===== config.mk =====
export PLATFORM = sky130hd
export DESIGN_NAME = logic_unit_flat
export DESIGN_NICKNAME = d
export VERILOG_FILES = /design/src/rtl/logic_unit_pkg.sv /design/src/rtl/logic_unit_if.sv /design/src/rtl/logic_unit_core.sv /design/src/rtl/logic_unit.sv /design/src/flat_wrapper.sv
export SDC_FILE = /design/constraint.sdc
export NUM_CORES = 1
export LEC_CHECK = 0
export BUFFER_PORTS_ARGS = -buffer_cell sky130_fd_sc_hd__buf_2
export CORE_MARGIN = 1.5
export CORE_UTILIZATION = 24
export DETAILED_ROUTE_END_ITERATION = 16
export PLACE_DENSITY = 0.49
export RECOVER_POWER = 100
export SKIP_CTS_REPAIR_TIMING = 1
export SLEW_MARGIN = 20
export SYNTH_ARGS = -nofsm -noshare
export SYNTH_HDL_FRONTEND = slang
export SYNTH_SLANG_ARGS = --single-unit
export TNS_END_PERCENT = 1

===== constraint.sdc =====
create_clock -name clk -period 2.49 [get_ports clk]
set_clock_uncertainty 0.05 [all_clocks]
set_input_delay 0.249 -clock clk [delete_from_list [all_inputs] [get_ports clk]]
set_output_delay 0.249 -clock clk [all_outputs]
set_load 0.005 [all_outputs]

===== src/rtl/logic_unit_pkg.sv =====
// rtl/logic_unit_pkg.sv - opcode enum and shared constants for the logic unit
package logic_unit_pkg;

    localparam int LOGIC_OP_W = 3;

    typedef enum logic [LOGIC_OP_W-1:0] {
        OP_AND   = 3'd0,
        OP_OR    = 3'd1,
        OP_NOR   = 3'd2,
        OP_NAND  = 3'd3,
        OP_XOR   = 3'd4,
        OP_XNOR  = 3'd5,
        OP_NOT_A = 3'd6,
        OP_PASS_A = 3'd7
    } logic_op_e;

endpackage


===== src/rtl/logic_unit_if.sv =====
// rtl/logic_unit_if.sv - command/result bus of the logic unit (LOGIC_UNIT_REDUCE_EN adds reduction flags)
interface logic_unit_if
    import logic_unit_pkg::*;
#(
    parameter int W     = 8,
    parameter int CNT_W = 16
);
    logic             in_valid;
    logic             in_ready;
    logic [W-1:0]     a;
    logic [W-1:0]     b;
    logic_op_e        op;
    logic             acc_en;
    logic             acc_clr;
    logic             out_valid;
    logic             out_ready;
    logic [W-1:0]     y;
    logic [W-1:0]     acc;
    logic [CNT_W-1:0] count;
`ifdef LOGIC_UNIT_REDUCE_EN
    logic             y_zero;
    logic             y_ones;
    logic             y_par;

    modport master (
        output in_valid, a, b, op, acc_en, acc_clr, out_ready,
        input  in_ready, out_valid, y, acc, count, y_zero, y_ones, y_par
    );

    modport slave (
        input  in_valid, a, b, op, acc_en, acc_clr, out_ready,
        output in_ready, out_valid, y, acc, count, y_zero, y_ones, y_par
    );
`else
    modport master (
        output in_valid, a, b, op, acc_en, acc_clr, out_ready,
        input  in_ready, out_valid, y, acc, count
    );

    modport slave (
        input  in_valid, a, b, op, acc_en, acc_clr, out_ready,
        output in_ready, out_valid, y, acc, count
    );
`endif
endinterface


===== src/rtl/logic_unit_core.sv =====
// rtl/logic_unit_core.sv - combinational W-bit bitwise function of two operands
module logic_unit_core
    import logic_unit_pkg::*;
#(
    parameter int W = 8
) (
    input  logic [W-1:0] i_a,
    input  logic [W-1:0] i_b,
    input  logic_op_e    i_op,
    output logic [W-1:0] o_y
);

    // select the bitwise function; NOT_A and PASS_A ignore i_b
    always_comb begin
        o_y = '0;
        case (i_op)
            OP_AND:    o_y = i_a & i_b;
            OP_OR:     o_y = i_a | i_b;
            OP_NOR:    o_y = ~(i_a | i_b);
            OP_NAND:   o_y = ~(i_a & i_b);
            OP_XOR:    o_y = i_a ^ i_b;
            OP_XNOR:   o_y = ~(i_a ^ i_b);
            OP_NOT_A:  o_y = ~i_a;
            OP_PASS_A: o_y = i_a;
            default:   o_y = '0;
        endcase
    end

endmodule


===== src/rtl/logic_unit.sv =====
// rtl/logic_unit.sv - registered logic unit with accumulator and counter (LOGIC_UNIT_REDUCE_EN adds y_zero/y_ones/y_par)
module logic_unit
    import logic_unit_pkg::*;
#(
    parameter int             W        = 8,
    parameter int             CNT_W    = 16,
    parameter logic [W-1:0]   ACC_INIT = '0
) (
    input  logic           clk,
    input  logic           reset,
    logic_unit_if.slave    bus
);

    logic             r_out_valid;
    logic [W-1:0]     r_y;
    logic [W-1:0]     r_acc;
    logic [CNT_W-1:0] r_count;

    logic             w_accept;
    logic [W-1:0]     w_eff_a;
    logic [W-1:0]     w_result;

    assign bus.in_ready = !r_out_valid || bus.out_ready;
    assign w_accept     = bus.in_valid && bus.in_ready;

    // a clear in the same cycle as an accumulate folds from ACC_INIT, not the old value
    assign w_eff_a = bus.acc_en ? (bus.acc_clr ? ACC_INIT : r_acc) : bus.a;

    logic_unit_core #(.W(W)) u_core (
        .i_a  (w_eff_a),
        .i_b  (bus.b),
        .i_op (bus.op),
        .o_y  (w_result)
    );

    // output stage: load on accept, drop valid on a delivery with nothing new behind it
    always_ff @(posedge clk or negedge reset) begin
        if (!reset) begin
            r_out_valid <= 1'b0;
            r_y         <= '0;
        end else if (w_accept) begin
            r_out_valid <= 1'b1;
            r_y         <= w_result;
        end else if (bus.out_ready) begin
            r_out_valid <= 1'b0;
        end
    end

    // accumulator: fold the result on an accumulate accept, otherwise honour a clear
    always_ff @(posedge clk or negedge reset) begin
        if (!reset) begin
            r_acc <= ACC_INIT;
        end else if (w_accept && bus.acc_en) begin
            r_acc <= w_result;
        end else if (bus.acc_clr) begin
            r_acc <= ACC_INIT;
        end
    end

    // accepted-transaction counter, sticking at all-ones
    always_ff @(posedge clk or negedge reset) begin
        if (!reset) begin
            r_count <= '0;
        end else if (w_accept && (r_count != {CNT_W{1'b1}})) begin
            r_count <= r_count + CNT_W'(1);
        end
    end

    assign bus.out_valid = r_out_valid;
    assign bus.y         = r_y;
    assign bus.acc       = r_acc;
    assign bus.count     = r_count;

`ifdef LOGIC_UNIT_REDUCE_EN
    logic r_y_zero;
    logic r_y_ones;
    logic r_y_par;

    // reduction flags track y exactly: loaded on accept, held otherwise
    always_ff @(posedge clk or negedge reset) begin
        if (!reset) begin
            r_y_zero <= 1'b0;
            r_y_ones <= 1'b0;
            r_y_par  <= 1'b0;
        end else if (w_accept) begin
            r_y_zero <= ~|w_result;
            r_y_ones <= &w_result;
            r_y_par  <= ^w_result;
        end
    end

    assign bus.y_zero = r_y_zero;
    assign bus.y_ones = r_y_ones;
    assign bus.y_par  = r_y_par;
`endif

endmodule

===== src/flat_wrapper.sv =====
// flat-port wrapper written by rule: the top's interface ports become plain ports
module logic_unit_flat import logic_unit_pkg::*;
#(
    parameter int             W        = 8,
    parameter int             CNT_W    = 16,
    parameter logic [W-1:0]   ACC_INIT = '0
)
  (clk, reset, bus_in_valid, bus_a, bus_b, bus_op, bus_acc_en, bus_acc_clr, bus_out_ready, bus_in_ready, bus_out_valid, bus_y, bus_acc, bus_count);
  logic_unit_if #(.W(W), .CNT_W(CNT_W)) bus_i ();
  input  logic clk;
  input  logic reset;
  input wire logic [$bits(bus_i.in_valid)-1:0] bus_in_valid;
  input wire logic [$bits(bus_i.a)-1:0] bus_a;
  input wire logic [$bits(bus_i.b)-1:0] bus_b;
  input wire logic [$bits(bus_i.op)-1:0] bus_op;
  input wire logic [$bits(bus_i.acc_en)-1:0] bus_acc_en;
  input wire logic [$bits(bus_i.acc_clr)-1:0] bus_acc_clr;
  input wire logic [$bits(bus_i.out_ready)-1:0] bus_out_ready;
  output wire logic [$bits(bus_i.in_ready)-1:0] bus_in_ready;
  output wire logic [$bits(bus_i.out_valid)-1:0] bus_out_valid;
  output wire logic [$bits(bus_i.y)-1:0] bus_y;
  output wire logic [$bits(bus_i.acc)-1:0] bus_acc;
  output wire logic [$bits(bus_i.count)-1:0] bus_count;
  assign bus_i.in_valid = bus_in_valid;
  assign bus_i.a = bus_a;
  assign bus_i.b = bus_b;
  assign bus_i.op = bus_op;
  assign bus_i.acc_en = bus_acc_en;
  assign bus_i.acc_clr = bus_acc_clr;
  assign bus_i.out_ready = bus_out_ready;
  assign bus_in_ready = bus_i.in_ready;
  assign bus_out_valid = bus_i.out_valid;
  assign bus_y = bus_i.y;
  assign bus_acc = bus_i.acc;
  assign bus_count = bus_i.count;
  logic_unit #(.W(W), .CNT_W(CNT_W), .ACC_INIT(ACC_INIT)) u_core (.clk(clk), .reset(reset), .bus(bus_i));
endmodule

; After elaboration in Yosys (flattened, before gate mapping)
; Index checks and enable logic that the tools add are counted.
[word_totals]
register_bits = 33
input_bits = 25
out_inout_bits = 34
elab_cells = 33
[classes]
addsub = 1
eq_ne = 8
n_mux = 6
bitwise = 7
n_reduce_logical = 7
[op_table]
columns = op, count
row1 = $pmux 8 s8, 1
row2 = $not 8->8, 4
row3 = $mux 8, 3
row4 = $add 16x1->16 const B, 1
row5 = $ne 16x16->1 const B, 1
row6 = $eq 3x3->1 const B, 4
row7 = $and 8x8->8, 1
row8 = $or 8x8->8, 1
row9 = $xor 8x8->8, 1
row10 = $eq 3x2->1 const B, 2
row11 = $eq 3x1->1 const B, 1
row12 = $logic_and 1x1->1, 3
row13 = $logic_not 3->1, 1
row14 = $mux 1, 2
row15 = $reduce_bool 2->1, 1
row16 = $logic_not 1->1, 1
row17 = $logic_or 1x1->1, 1

; Longest topological paths before layout
[logic_depth]
word_depth = 6
depth_mapped = 8
depth_no_buf = 8

; Modules after synthesis
; A second synthesis with hierarchy kept.
[hier_totals]
hier_cells = 246
hier_area_um2 = 2423.6
[by_module_without_submodules]
columns = mod, instances, cells_per_inst, area_each_um2, seq_area_each_um2
row1 = logic_unit, 1, 129, 1596.5, 825.8
row2 = logic_unit_core, 1, 117, 827.0, 0.0

; Least setup slack after synthesis
; OpenSTA, ideal clock, no wires.
[synth_path]
path_type = register -> register
from = register u_core.r_acc[0], in the netlist u_core.bus.acc[0]
to = register u_core.r_y[0], in the netlist u_core.bus.y[0]
setup_ns = 0.130
arrival_ns = 1.581
required_time_ns = 2.310
slack_ns = 0.729
path_stages_with_launch = 7
n_path_buf = 0
period_less_slack_ns = 1.761
cell_sequence = dfrtp_1 nor2b_1 mux2i_1 ha_1 a221o_1 o21ai_1 a31oi_1
[synth_via]
elab_chain_cells = 5
elab_cells_between_ends = 10
cone_classes = 3 x mux / 7 x bitwise
[synth_rtl]
columns = item, line_no
row1 = from (decl), logic_unit.sv:16  ; logic [W-1:0] r_acc;
row2 = from (signal assigned), logic_unit.sv:54  ; r_acc <= w_result;
row3 = $mux 8 *, --
row4 = $mux 8 *, logic_unit.sv:27  ; assign w_eff_a = bus.acc_en ? (bus.acc_clr ? ACC_INIT : r_acc) : bus.a;
row5 = $xor 8x8->8 (tied with other cells), "logic_unit_core.sv:21, logic_unit_core.sv:22"
row6 = $not 8->8 (on tied branches), "logic_unit_core.sv:22, logic_unit_core.sv:19, logic_unit_core.sv:20"
row7 = $pmux 8 s8 *, logic_unit_core.sv:16  ; case (i_op)
row8 = to (signal assigned), logic_unit.sv:43  ; r_y <= w_result;
row9 = to (decl), logic_unit.sv:15  ; logic [W-1:0] r_y;
; Mark *: on every way between the ends. The rest lies on a longest branch, timed or not.
; A chain may end at the register's enable or synchronous reset.

; Worst setup path in the final report
[layout_path]
from = register u_core.r_acc[5], in the netlist u_core.bus.acc[5]
to = register u_core.r_acc[5], in the netlist u_core.bus.acc[5]
[layout_via]
elab_chain_cells = 6
elab_cells_between_ends = 11
cone_classes = 4 x mux / 7 x bitwise
[layout_rtl]
columns = item, line_no
row1 = $mux 8 *, --
row2 = $mux 8, logic_unit.sv:27
row3 = $xor 8x8->8 (tied with other cells), "logic_unit_core.sv:21, logic_unit_core.sv:22"
row4 = $not 8->8 (on tied branches), "logic_unit_core.sv:22, logic_unit_core.sv:19, logic_unit_core.sv:20"
row5 = $pmux 8 s8, logic_unit_core.sv:16
row6 = $mux 8 *, logic_unit.sv:53  ; end else if (w_accept && bus.acc_en) begin
; Marked as above.

==> qor_table.md <==
| Result | This run | Unit |
|:---|:---|:---|
| Maximum Capacitance Violations | 1 | - |
| Vias | 2032 | - |
| Sequential element share of the synthesized area | 0.359 | - |
| Wire length of the first global-routing pass | 10.2 | mm |
| Router iterations before antenna repair | 4 | - |
| Final period util | 0.829 | - |
| Drt total wl | 6.29 | mm |
| Slew Limit Headroom | -0.238 | - |
| Post-detailed-placement half-perimeter wirelength | 4.54 | mm |
| Cell count after synthesis | 249 | - |
| Placeable core region | 9280 | um^2 |
| Launching element of the worst setup path | u_core.bus.acc[5] | - |
| Global route overflow | 0 | - |
| Source of the worst register-to-register timing path | u_core.bus.acc[5] | - |
| Leakage dissipation | 1.25 | nW |
| Kind of critical path | reg2reg | - |
| Final Net Count | 343 | - |
| Final min period | 2.06 | ns |
| I/O Pins | 59 | - |
| Row count | 35 | - |
| Root Buffer Master | sky130_fd_sc_hd__clkbuf_8 | - |
| Run status | finished with violations | - |
| Number of global-route vias before repair | 1930 | - |
| Antenna-violating nets left | 0 | - |
| Share of cells above drive strength 1 | 0.182 | - |
| Clock net sink count | 33 | - |
| Most used flip-flop cell after synthesis | sky130_fd_sc_hd__dfrtp_1 | - |
| Gpl congestion | 0.738 | - |
| Top cells by area, synth | sky130_fd_sc_hd__dfrtp_1 36%, sky130_fd_sc_hd__ha_1 9.2%, sky130_fd_sc_hd__mux2i_1 7.0% | - |
| Register bit count reported by yosys | 33 | - |
| CTS Buffer Depth | 2 | - |
| H-tree levels | 2 | - |
| Post-route cell area | 2720 | um^2 |
| Port Buffer Count | 58 | - |
| Areal power density over the cells | 590 | nW/um^2 |
| Die X | 101 | um |
| Share of flip-flops with an asynchronous set or reset after synthesis | 1.00 | - |
| CP delay by family, top | compound AO/OA/AOI/OAI gates | - |
| Overall fraction of global-route tracks in use | 0.129 | - |
| Post-placement cell area | 2680 | um^2 |
| Diodes inserted | 0 | - |
| Share of the synthesized area in the top cell type | 0.359 | - |
| Upper clock frequency limit | 485 | MHz |
| Setup crit start kind | flop | - |
| Max-slew violation count | 34 | - |
| Leading area contributor after synthesis | sky130_fd_sc_hd__dfrtp_1 | - |
| Worst Path Required | 2.57 | ns |
| Final sum of negative setup slack | 0 | ns |
| Total die area | 10200 | um^2 |
| Tightest Pin Transition | 1.86 | ns |
| YS warnings | 0 | - |
| Most frequent cells in the layout | 38 x sky130_fd_sc_hd__buf_2, 33 x sky130_fd_sc_hd__dfrtp_1, 20 x sky130_fd_sc_hd__clkbuf_1, 19 x sky130_fd_sc_hd__nor2_1 | - |
| Die height | 101 | um |
| Critical path cell sequence | nor2b_1 -> mux2i_1 -> ha_1 -> a221o_1 -> o21ai_0 -> a31oi_1 | - |
| Crit end category | flop | - |
| Largest net degree at the start of global routing | 34 | - |
| Launch point of the worst hold path | bus_in_valid | - |
| Final setup fails | 0 | - |
| Yosys cell types | 37 | - |
| Starting utilization of the core area | 0.248 | - |
| Clock tree from TritonCTS | yes | - |
| Final hold violations | 0 | - |
| Clk slew on worst S/H paths | 0.07 | ns |
| Number of enable flip-flop cells after synthesis | 0 | - |
| Filler Cell Count | 1025 | - |
| Violations in the final reports | capacitance limit, slew limit | - |
| Cell Area, Synth | 2300 | um^2 |
| Data arrival at the endpoint of the critical path | 2.15 | ns |
| Largest incremental delay on the critical path | 0.39 | ns |
| Wire per inst | 14.6 | um |
| Max rail drop VDD | 0.223 | mV |
| Synthesis-to-layout area growth | 18.2 | % |
| Latest clock arrival within the worst-skew pair | 0.29 | ns |
| Post-route DRC violation count | 0 | - |
| Per-instance average area after synthesis | 9.24 | um^2 |
| TritonCTS Buffers | 5 | - |
| Maximum fanout along the worst path | 3 | - |
| Minimum hold slack | 0.168 | ns |
| Antenna violations before repair | 0 | - |
| First-iteration detailed-routing DRC count | 77 | - |
| Worst path slowest cell | sky130_fd_sc_hd__dfrtp_1 | - |
| Commonest non-fill, non-tap cell in the layout | sky130_fd_sc_hd__buf_2 | - |
| RSZ-0062 raised after global routing | false | - |
| Net count after synthesis | 291 | - |
| Hold/Removal Path Class | in2reg | - |
| Buffers & Inverters on Critical Path | 0 | - |
| Routed vias/inst | 4.71 | - |
[worst paths after layout]
check / endpoint / slack, ns / cells after the start
setup / recovery: u_core.bus.acc[5] / 0.43 / 6
hold / removal: u_core.bus.out_valid / 0.17 / 2
setup reg to reg: u_core.bus.acc[5] / 0.43 / 6
hold reg to reg: u_core.bus.count[9] / 0.45 / 1
max in group asynchronous: u_core.bus.out_valid / 0.91 / 1
min in group asynchronous: u_core.bus.y[3] / 0.41 / 1
[Yosys cell counts, types with 2 or more instances]
master and instances:
sky130_fd_sc_hd__nand2b_1 5, sky130_fd_sc_hd__nor3_1 3, sky130_fd_sc_hd__clkbuf_1 3, sky130_fd_sc_hd__xor2_1 5, sky130_fd_sc_hd__a211oi_1 8, sky130_fd_sc_hd__ha_1 17, sky130_fd_sc_hd__a31oi_1 16, sky130_fd_sc_hd__mux2_2 3
sky130_fd_sc_hd__buf_4 2, sky130_fd_sc_hd__and3_1 2, sky130_fd_sc_hd__nand2_1 13, sky130_fd_sc_hd__o21ai_1 15, sky130_fd_sc_hd__o21ai_0 2, sky130_fd_sc_hd__xnor2_1 7, sky130_fd_sc_hd__nor4_1 2, sky130_fd_sc_hd__buf_2 6
sky130_fd_sc_hd__nor2_2 2, sky130_fd_sc_hd__nand4_1 4, sky130_fd_sc_hd__nor2b_1 16, sky130_fd_sc_hd__a221o_1 8, sky130_fd_sc_hd__dfrtp_1 33, sky130_fd_sc_hd__o22ai_1 8, sky130_fd_sc_hd__mux2i_1 16, sky130_fd_sc_hd__buf_1 2
sky130_fd_sc_hd__nand3_1 5, sky130_fd_sc_hd__nor2_1 19, sky130_fd_sc_hd__inv_1 17
[cell type report]
type | count | area [um^2] | share of cell area
Multi-Input combinational cell | 185 | 1310 | 0.481
Sequential cell | 33 | 826 | 0.304
Timing Repair Buffer | 59 | 273 | 0.100
Tap cell | 129 | 161 | 0.0594
Clock buffer | 5 | 68.8 | 0.0253
Inverter | 17 | 63.8 | 0.0235
Clock inverter | 3 | 17.5 | 0.00645
[cell families (layout without fill, tap and decap cells)]
kind of cell,Yosys count,after routing,synth area share
AOI/OAI and AO/OA,59,59,0.169
xor gates and xnor gates,12,12,0.0457
adders and majority gates,17,17,0.0925
buffers and inverters,31,84,0.0604
DFF,33,33,0.359
muxes,19,19,0.0843
and+or+nand+nor,78,78,0.189
[flip-flops by register name, summed over array words and instances, names as in the netlist]
name and count:
u_core.bus.y 8, u_core.bus.count 16, u_core.bus.acc 8, u_core.bus.out_valid 1
[per-layer routing]
metal,vias to the layer above,track usage,routed length (um)
met5,-,0,0
met4,0,0.0353,37
met3,5,0.0236,265
met2,66,0.206,2940
met1,968,0.178,3050
li1,993,-,-
[per-stage QoR]
| step | util | std cells | power [mW] | worst slack [ns] |
|---|---|---|---|---|
| 3_3_place_gp | 0.289 | 423 | 1.22 | 0.410 |
| 3_5_place_dp | 0.289 | 423 | 1.23 | 0.380 |
| 6_report | 0.293 | 431 | 1.60 | 0.427 |
| 2_1_floorplan | - | 249 | 1.02 | 0.729 |
| 5_1_grt | 0.293 | 431 | 1.73 | 0.218 |
| 4_1_cts | 0.298 | 431 | 1.64 | 0.462 |
[power breakdown]
group          internal (mW)  switching (mW)  leakage [nW]
logic                  0.207           0.248         0.812
clock network          0.193           0.217        0.0439
registers              0.628           0.109         0.399
total                   1.03           0.575          1.25
Note: power is estimated with default switching activity, not from simulation.
